### src/rtl/riscv_pkg.sv
// Shared types and constants for the fetch front end.
// Holds the prefetch queue entry and PC helpers.
package riscv_pkg;

  localparam int XLEN = 32;
  localparam int PREFETCH_DEPTH = 4;
  localparam logic [XLEN-1:0] RESET_PC = 32'h0000_0000;

  typedef struct packed {
    logic [XLEN-1:0] instr;
    logic [XLEN-1:0] pc;
  } pf_entry_t;

  function automatic logic [XLEN-1:0] pc_next(
    input logic [XLEN-1:0] pc
  );
    return pc + XLEN'(4);
  endfunction

endpackage

### src/rtl/instr_prefetch_if.sv
// Instruction memory request/response bus.
// master = prefetcher, slave = memory.
interface instr_prefetch_if;
  import riscv_pkg::*;

  logic            req;
  logic [XLEN-1:0] addr;
  logic            gnt;
  logic            rvalid;
  logic [XLEN-1:0] rdata;

  modport master (
    output req, addr,
    input  gnt, rvalid, rdata
  );

  modport slave (
    input  req, addr,
    output gnt, rvalid, rdata
  );

endinterface

### src/rtl/prefetch_fifo.sv
// Synchronous FIFO holding fetched {instr, pc} entries.
// Pointers wrap naturally at the power-of-two depth.
module prefetch_fifo
  import riscv_pkg::*;
#(
  parameter int DEPTH = PREFETCH_DEPTH
) (
  input  logic                     clk,
  input  logic                     rst,
  input  logic                     i_push,
  input  pf_entry_t                i_din,
  input  logic                     i_pop,
  input  logic                     i_flush,
  output pf_entry_t                o_dout,
  output logic                     o_full,
  output logic                     o_empty,
  output logic [$clog2(DEPTH):0]   o_count
);

  localparam int PW = $clog2(DEPTH);
  localparam int CW = PW + 1;

  pf_entry_t     r_mem [DEPTH];
  logic [PW-1:0] r_wr;
  logic [PW-1:0] r_rd;
  logic [CW-1:0] r_cnt;
  logic          w_push;
  logic          w_pop;

  assign w_push  = i_push && !o_full;
  assign w_pop   = i_pop && !o_empty;
  assign o_full  = (r_cnt == CW'(DEPTH));
  assign o_empty = (r_cnt == '0);
  assign o_count = r_cnt;
  assign o_dout  = r_mem[r_rd];

  // storage write; contents need no reset
  always_ff @(posedge clk) begin
    if (w_push) r_mem[r_wr] <= i_din;
  end

  // pointer and occupancy update; flush empties the queue
  always_ff @(posedge clk or posedge rst) begin
    if (rst) begin
      r_wr  <= '0;
      r_rd  <= '0;
      r_cnt <= '0;
    end else if (i_flush) begin
      r_wr  <= '0;
      r_rd  <= '0;
      r_cnt <= '0;
    end else begin
      if (w_push) r_wr <= r_wr + 1'b1;
      if (w_pop)  r_rd <= r_rd + 1'b1;
      r_cnt <= r_cnt + CW'(w_push) - CW'(w_pop);
    end
  end

endmodule

### src/rtl/instr_prefetch.sv
// Instruction prefetcher: credit-limited fetch into a queue.
// Redirect flushes the queue and discards in-flight responses.
module instr_prefetch #(
  parameter int DEPTH = riscv_pkg::PREFETCH_DEPTH,
  parameter logic [riscv_pkg::XLEN-1:0] RESET_PC =
    riscv_pkg::RESET_PC
) (
  input  logic                       clk,
  input  logic                       rst,
  input  logic                       redirect,
  input  logic [riscv_pkg::XLEN-1:0] redirect_pc,
  input  logic                       stall,
  output logic                       instr_valid,
  output logic [riscv_pkg::XLEN-1:0] instr,
  output logic [riscv_pkg::XLEN-1:0] instr_pc,
  output logic [riscv_pkg::XLEN-1:0] instr_pcplus4,
  instr_prefetch_if.master           imem
);
  import riscv_pkg::*;

  localparam int CW = $clog2(DEPTH) + 1;
  localparam int SW = CW + 1;

  logic [XLEN-1:0] r_fetch_pc;
  logic [XLEN-1:0] r_resp_pc;
  logic [CW-1:0]   r_out;
  logic [CW-1:0]   r_disc;
  logic [CW-1:0]   w_cnt;
  logic [CW-1:0]   w_inflight;
  logic            w_full;
  logic            w_empty;
  logic            w_credit;
  logic            w_grant;
  logic            w_push;
  logic            w_pop;
  pf_entry_t       w_din;
  pf_entry_t       w_head;

  // queued plus in-flight may never exceed the queue size
  assign w_credit = (SW'(w_cnt) + SW'(r_out)) < SW'(DEPTH);

  assign imem.req  = !rst && !redirect && w_credit;
  assign imem.addr = r_fetch_pc & ~XLEN'(3);

  assign w_grant    = imem.req && imem.gnt;
  assign w_inflight = r_out + CW'(w_grant) - CW'(imem.rvalid);

  assign w_push = imem.rvalid && !redirect &&
                  (r_disc == '0) && !w_full;
  assign w_pop  = !w_empty && !stall && !redirect;
  assign w_din  = '{instr: imem.rdata, pc: r_resp_pc};

  assign instr_valid   = !w_empty;
  assign instr         = w_empty ? '0 : w_head.instr;
  assign instr_pc      = w_empty ? '0 : w_head.pc;
  assign instr_pcplus4 = w_empty ? '0 : pc_next(w_head.pc);

  prefetch_fifo #(
    .DEPTH (DEPTH)
  ) u_fifo (
    .clk     (clk),
    .rst     (rst),
    .i_push  (w_push),
    .i_din   (w_din),
    .i_pop   (w_pop),
    .i_flush (redirect),
    .o_dout  (w_head),
    .o_full  (w_full),
    .o_empty (w_empty),
    .o_count (w_cnt)
  );

  // fetch/response PCs, in-flight count and stale-response discard
  always_ff @(posedge clk or posedge rst) begin
    if (rst) begin
      r_fetch_pc <= RESET_PC;
      r_resp_pc  <= RESET_PC;
      r_out      <= '0;
      r_disc     <= '0;
    end else begin
      r_out <= w_inflight;
      if (redirect) begin
        r_fetch_pc <= redirect_pc;
        r_resp_pc  <= redirect_pc;
        r_disc     <= w_inflight;
      end else begin
        if (w_grant) r_fetch_pc <= pc_next(r_fetch_pc);
        if (imem.rvalid) begin
          if (r_disc != '0) r_disc <= r_disc - 1'b1;
          else r_resp_pc <= pc_next(r_resp_pc);
        end
      end
    end
  end

endmodule

### src/flat_wrapper.sv
// flat-port wrapper written by rule: the top's interface ports become plain ports
module instr_prefetch_flat import riscv_pkg::*;
#(
  parameter int DEPTH = riscv_pkg::PREFETCH_DEPTH,
  parameter logic [riscv_pkg::XLEN-1:0] RESET_PC =
    riscv_pkg::RESET_PC
)
  (clk, rst, redirect, redirect_pc, stall, instr_valid, instr, instr_pc, instr_pcplus4, imem_req, imem_addr, imem_gnt, imem_rvalid, imem_rdata);
  instr_prefetch_if imem_i ();
  input  logic clk;
  input  logic rst;
  input  logic redirect;
  input  logic [riscv_pkg::XLEN-1:0] redirect_pc;
  input  logic stall;
  output logic instr_valid;
  output logic [riscv_pkg::XLEN-1:0] instr;
  output logic [riscv_pkg::XLEN-1:0] instr_pc;
  output logic [riscv_pkg::XLEN-1:0] instr_pcplus4;
  output wire logic [$bits(imem_i.req)-1:0] imem_req;
  output wire logic [$bits(imem_i.addr)-1:0] imem_addr;
  input wire logic [$bits(imem_i.gnt)-1:0] imem_gnt;
  input wire logic [$bits(imem_i.rvalid)-1:0] imem_rvalid;
  input wire logic [$bits(imem_i.rdata)-1:0] imem_rdata;
  assign imem_req = imem_i.req;
  assign imem_addr = imem_i.addr;
  assign imem_i.gnt = imem_gnt;
  assign imem_i.rvalid = imem_rvalid;
  assign imem_i.rdata = imem_rdata;
  instr_prefetch #(.DEPTH(DEPTH), .RESET_PC(RESET_PC)) u_core (.clk(clk), .rst(rst), .redirect(redirect), .redirect_pc(redirect_pc), .stall(stall), .instr_valid(instr_valid), .instr(instr), .instr_pc(instr_pc), .instr_pcplus4(instr_pcplus4), .imem(imem_i));
endmodule
### config.mk
export PLATFORM = sky130hd
export DESIGN_NAME = instr_prefetch_flat
export DESIGN_NICKNAME = d
export VERILOG_FILES = /design/src/rtl/riscv_pkg.sv /design/src/rtl/instr_prefetch_if.sv /design/src/rtl/prefetch_fifo.sv /design/src/rtl/instr_prefetch.sv /design/src/flat_wrapper.sv
export SDC_FILE = /design/constraint.sdc
export NUM_CORES = 1
export LEC_CHECK = 0
export BUFFER_PORTS_ARGS = -buffer_cell sky130_fd_sc_hd__buf_2
export CAP_MARGIN = 20
export CORE_ASPECT_RATIO = 0.5
export CORE_UTILIZATION = 50
export CTS_CLUSTER_SIZE = 28
export DETAILED_ROUTE_END_ITERATION = 16
export PLACE_DENSITY_LB_ADDON = 0.25
export SLEW_MARGIN = 5
export SYNTH_ARGS = -nofsm -noshare
export SYNTH_HDL_FRONTEND = slang
export SYNTH_SLANG_ARGS = --single-unit
### constraint.sdc
create_clock -name clk -period 3.1 [get_ports clk]
set_clock_uncertainty 0.1 [all_clocks]
set_input_delay 0.62 -clock clk [delete_from_list [all_inputs] [get_ports clk]]
set_output_delay 0.62 -clock clk [all_outputs]
set_load 0.02 [all_outputs]
# After elaboration in Yosys (flattened, before gate mapping)
# Memory sizes are Yosys's and may differ from the RTL's.
# Cells that the tools add are included.
[word_totals] in_bits=70 ramBits=256 n_memories=1 out_inout_bits=130 reg_bits=77
[classes] mux=18 n_eq_ne=2 reduce_logical=25 add_sub_neg=11 order_cmp=1
[memory_table] memory="u_core.u_fifo.r_mem" words=4 word_bits=64 read_ports=1 rd_clocked_by_memory_dff=0 wr=1 line="prefetch_fifo.sv:23" source="pf_entry_t r_mem [DEPTH];"
[op_table] operator="32-bit two-way mux" n=8
[op_table] operator="32-bit by 3-bit adder with 32-bit output, second input constant" n=3
[op_table] operator="3-bit two-way mux" n=4
[op_table] operator="1-bit logical AND" n=10
[op_table] operator="2-bit nonzero test" n=5
[op_table] operator="2-bit two-way mux" n=4
[op_table] operator="3-bit by 1-bit adder with 3-bit output" n=2
[op_table] operator="3-bit logical NOT" n=2
[op_table] operator="3-bit by 1-bit subtractor with 3-bit output" n=2
[op_table] operator="1-bit logical NOT" n=5
[op_table] operator="2-bit by 1-bit adder with 2-bit output, second input constant" n=2
[op_table] operator="3-bit by 3-bit adder with 4-bit output" n=1
[op_table] operator="4-bit by 3-bit less-than comparator with 1-bit output, second input constant" n=1
[op_table] operator="2-bit AND reduction" n=2
[op_table] operator="3-bit == test, second input constant" n=1
[op_table] operator="3-bit nonzero test" n=1
[op_table] operator="3-bit by 1-bit subtractor with 3-bit output, second input constant" n=1
[op_table] operator="1-bit two-way mux" n=2
[op_table] operator="2-bit != test, second input constant" n=1

# Longest topological paths before layout
[logic_depth] ltp_word=8 depth_mapped=12 depth_no_buf=12

# By module
# Synthesis repeated with hierarchy kept, for this count alone.
[unflattened] hier_cells=982 area_unflattened_um2=14741.6
[by_module_without_submodules] mod="prefetch_fifo" area_each_um2=9681.8 seq_area_each_um2=7862.5 cells_per_inst=381 n_inst=1
[by_module_without_submodules] mod="instr_prefetch" area_each_um2=5059.9 seq_area_each_um2=1701.6 cells_per_inst=601 n_inst=1

# Worst setup path before layout
# OpenSTA, ideal clock, no wires.
[synth_path] kind="input-to-reg" startpoint="in rst" endpoint="reg u_core.r_disc[2]" required_time_ps=2864 path_stages=11 n_path_buf=1 t_arrival_ps=3881 path_slack_ps=-1018 cell_sequence="inv_1 -> nand4_1 -> inv_1 -> clkbuf_1 -> ha_1 -> inv_1 -> fa_1 -> xnor2_1 -> xnor2_1 -> nand2_1 -> o21ai_0"
[synth_via] elab_chain_len=7
[synth_rtl] element="start, declared" line="flat_wrapper.sv:11" source="input logic rst;"
[synth_rtl] element="1-bit logical NOT" line="instr_prefetch.sv:42" source="assign imem.req = !rst && !redirect && w_credit;"
[synth_rtl] element="1-bit logical AND (2 in series)" line="instr_prefetch.sv:42"
[synth_rtl] element="1-bit logical AND" line="instr_prefetch.sv:45" source="assign w_grant = imem.req && imem.gnt;"
[synth_rtl] element="3-bit by 1-bit adder with 3-bit output" line="instr_prefetch.sv:46" source="assign w_inflight = r_out + CW'(w_grant) - CW'(imem.rvalid);"
[synth_rtl] element="3-bit by 1-bit subtractor with 3-bit output" line="instr_prefetch.sv:46"
[synth_rtl] element="via u_core.w_inflight[2]" line="instr_prefetch.sv:29" source="logic [CW-1:0] w_inflight;"
[synth_rtl] element="3-bit two-way mux" line="instr_prefetch.sv:82" source="if (redirect) begin"
[synth_rtl] element="end signal, assigned" line="instr_prefetch.sv:85" source="r_disc <= w_inflight;"
[synth_rtl] element="end signal, assigned" line="instr_prefetch.sv:89" source="if (r_disc != '0) r_disc <= r_disc - 1'b1;"
[synth_rtl] element="end, declared" line="instr_prefetch.sv:27" source="logic [CW-1:0] r_disc;"
# The timed path passes the listed nets, and every way through them passes these cells.
# A chain may end at the register's enable or synchronous reset.

# Final worst setup path
[layout_path] startpoint="reg u_core.u_fifo.r_rd[0]" endpoint="out instr_pcplus4[15] (netlist bit)"
[layout_via] elab_chain_len=3
[layout_rtl] element="start, declared" line="prefetch_fifo.sv:25" source="logic [PW-1:0] r_rd;"
[layout_rtl] element="start signal, assigned" line="prefetch_fifo.sv:54" source="if (w_pop) r_rd <= r_rd + 1'b1;"
[layout_rtl] element="memory 4 x 64 bit"
[layout_rtl] element="32-bit by 3-bit adder with 32-bit output" line="riscv_pkg.sv:17" source="return pc + XLEN'(4);"
[layout_rtl] element="32-bit two-way mux" line="instr_prefetch.sv:56" source="assign instr_pcplus4 = w_empty ? '0 : pc_next(w_head.pc);"
[layout_rtl] element="end, declared" line="flat_wrapper.sv:18" source="output logic [riscv_pkg::XLEN-1:0] instr_pcplus4;"
# No other way between the ends.

==> key figures <==
Power and ir drop
  – Net Sw Frac: 35.0%
  – Total power: 14800 uW
  – Int Power: 9620 uW
  – Clock power share: 24.4%
  – P_sw: 5170 uW
  – Combinational power share: 39.0%
  – Worst VDD drop: 0.000679 V
  – P_leak: 0.00666 uW
  – Flop pwr share: 36.6%
  – Pwr dens: 824 mW/mm^2

Global route
  – GRT overflow: 0
  – Initial antenna violation count: 1
  – Pin count of the biggest net entering global routing: 76
  – GRT Overall Usage: 22.0%
  – First-pass GRT wire length: 51100 um
  – Vias in the first global route: 9136

Timing
  – Fin worst setup slack: -492 ps
  – Max frequency: 278 MHz
  – Worst-margin pin slew: 1020 ps
  – Period Utilization, post-route: 116%
  – Final Max Slew Viols: 0
  – Final setup vio count: 59
  – Unrepaired setup endpoints after global routing: true
  – Slew HR: 32.1%
  – Final Hold Vio Count: 0
  – Final min period: 3590 ps
  – Setup_tns: -11250 ps

Clocking
  – CTS tree: done
  – CTS Hold Bufs: 0
  – Clk root buf: clkbuf_16
  – Worst-Skew Late Latency: 570 ps
  – Clk sinks: 331
  – CTS buffer count: 29
  – Longest Clk Path Bufs: 3
  – Clock Pin Slew Worst Setup and Hold Paths: 70 ps
  – H-tree Lvls: 1

Detailed routing
  – Vias: 9332
  – DRC viols: 0
  – Drt initial violations: 702
  – Drt total wl: 33100 um
  – Antenna Nets Post-Route: 0
  – Via density: 5.66
  – First-pass DRT Iterations: 5
  – Wire length per cell: 20.1 um

Yosys
  – Sequential fraction of the synthesis area: 65.0%
  – Synth unique cells: 54
  – Ys flop type: edfxtp_1
  – Post-synth EDFFs: 256
  – Gate Count Post-Synth: 988
  – Yosys reg bits: 331
  – Ys async rst share: 22.7%
  – Synthesized area: 0.0147 sq mm
  – Synth warnings: 0
  – Mapped Avg Cell Area: 14.9 sq um

Setup path
  – Worst EP required: 2380 ps
  – Critical path's slowest cell: mux4_2
  – Crit-path max FO: 6
  – Most frequent CP cell: buf_4
  – Worst setup EP type: primary output
  – Reg2reg setup slack: 390 ps
  – Crit path arrival time: 2870 ps
  – Worst-path cell chain: buf_12 > mux4_2 > nand4_1 > nor4_4 > buf_4 > buf_4 > buf_4 > xnor2_1 > nor2_1 > buf_4
  – Worst r2r path cells: 12
  – Startpoint types: flop
  – Reg-to-reg startpoint: u_core.r_disc[0]
  – Worst R2R End: u_core.u_fifo.o_count[2]
  – Crit Path Category: reg -> out
  – CP peak stage delay: 590 ps

Floorplan
  – Initial Util: 52.0%
  – Die H: 123 um
  – Core ar.: 0.0283 sq mm
  – Number of I/O pins: 200
  – Full die area: 0.0302 sq mm
  – Die width: 245 um
  – Row cnt: 43

Run status
  – Failing checks: setup timing
  – Status: finished with violations

Job
  – Maxcap violations: 0

Cells and area
  – Most frequent cells in the layout: edfxtp_1, buf_2, dfrtp_1
  – Commonest non-fill, non-tap cell in the layout: edfxtp_1
  – Finished layout cell area: 0.0179 sq mm
  – Post-route insts no fill: 1649
  – Share of cells above drive strength 1: 34.7%
  – Final net count: 1329
  – Area grow syn2layout: 21.9%

Place
  – Dpl cell area: 0.0164 sq mm
  – Placer Congestion: 0.911
  – Post-detail-place hpwl: 21800 um
  – I/O Buffers: 197
  – Placed insts: 1573

Min path
  – Hold Path Origin: imem_rdata[20]
  – Hold crit path type: in -> reg
  – Hold path depth: 1
  – Worst Hold End: u_core.u_fifo.r_mem[0][52]
[cell families after synthesis]
| kind of cell | Yosys count | share of synthesized area, % |
|---|---|---|
| xor+xnor | 65 | 3.87 |
| other cells | 1 | 0.0255 |
| mux | 72 | 10.8 |
| fa+ha+maj | 17 | 1.55 |
| buf+inv | 67 | 2.36 |
| simple gates | 337 | 12.4 |
| flops | 331 | 65.0 |
| compound gates | 98 | 4.00 |
[sequential cells by signal, indices dropped and copies added, names as in the netlist]
| name | flops |
|---|---|
| u_core.u_fifo.o_count | 3 |
| u_core.u_fifo.r_rd | 2 |
| u_core.r_fetch_pc | 30 |
| u_core.r_out | 3 |
| u_core.r_resp_pc | 32 |
| u_core.u_fifo.r_wr | 2 |
| u_core.r_disc | 3 |
| u_core.u_fifo.r_mem | 256 |
[cells in the mapped netlist (2+ instances only)]
library cell,count,area (sq um)
a21o_1,2,15.0
a21oi_1,13,65.1
a221o_1,2,20.0
a31oi_1,7,43.8
and2_1,77,482
and3_1,12,75.1
and4_1,5,43.8
buf_1,2,7.51
buf_2,5,25.0
buf_4,4,30.0
clkbuf_1,26,97.6
clkbuf_8,4,55.1
dfrtp_1,75,1880
edfxtp_1,256,7690
fa_1,2,40.0
ha_1,15,188
inv_1,23,86.3
mux2_2,4,45.0
mux2i_1,4,40.0
mux4_1,17,447
mux4_2,47,1060
nand2_1,74,278
nand2b_1,2,12.5
nand3_1,37,185
nand3_4,2,35.0
nand3b_1,3,22.5
nand4_1,22,138
nor2_1,66,248
nor3_1,16,80.1
nor4_1,2,12.5
nor4_4,5,106
o211ai_1,8,60.1
o21ai_0,50,250
o311ai_0,12,105
or3_1,4,25.0
or4_1,2,15.0
xnor2_1,28,245
xor2_1,37,324
[through the flow]
step / worst slack (ps) / hold slack, ps / util (%)
after floorplan: -79.4 / 369 / -
after global placement: 10.4 / 391 / 58.1
after detailed placement: -54.2 / 402 / 58.1
after CTS: -491 / 154 / 62.1
after global routing: -588 / 158 / 63.4
final: -492 / 182 / 63.4
[worst max-delay path, delay by kind of cell (launching register included)]
family / cells / cell delay [ps]
XOR/XNOR: 1 / 110
buffers and inverters: 5 / 720
flip-flops: 1 / 520
multiplexers: 1 / 590
AND/OR/NAND/NOR: 3 / 390
[area by class of cell]
cell class                      count  area [sq um]
Fill cell                        2141         10300
Tap cell                          382           478
Antenna cell                        2          5.00
Sequential cell                   331          9570
Multi-Input combinational cell    591          4940
Inverter                           23          92.6
Clock inverter                     17           169
Clock buffer                       37           786
Timing Repair Buffer              266          1900
[power by group through the flow]
| stage | Clock [uW] | Sequential (uW) | Combinational [uW] |
|---|---|---|---|
| 5_1_grt | 3840 | 5450 | 6190 |
| 6_report | 3610 | 5410 | 5770 |
| 4_1_cts | 3680 | 5400 | 5320 |
| 3_3_place_gp | 0 | 5480 | 5000 |
| 3_5_place_dp | 0 | 5500 | 5020 |
| 2_1_floorplan | 0 | 5450 | 3430 |
[layer usage]
metal | vias to the layer above | track usage [%] | part of all wire, %
met5 | - | 0 | 0
met3 | 59 | 3.00 | 5.3
met4 | 0 | 4.88 | 1.9
li1 | 4240 | - | -
met2 | 326 | 36.2 | 49
met1 | 4707 | 31.5 | 44
[what timing repair did]
action / in CTS / in global routing
buffers inserted: 10 / 10
pin swaps: 19 / 17
gates cloned: 0 / 0
gates resized for setup: 58 / 86
setup endpoints to repair: 93 / 82
[worst max-delay path by stage]
stage                                     start           endpoint  depth (start not counted)
after floorplan                             rst   u_core.r_disc[2]                         11
after global placement    u_core.u_fifo.r_rd[0]  instr_pcplus4[31]                          8
after detailed placement  u_core.u_fifo.r_rd[0]  instr_pcplus4[31]                          8
after CTS                 u_core.u_fifo.r_rd[0]  instr_pcplus4[31]                          9
after global routing      u_core.u_fifo.r_rd[0]  instr_pcplus4[30]                          9
final                     u_core.u_fifo.r_rd[0]  instr_pcplus4[15]                         10
Power figures use the tool's default switching activity.
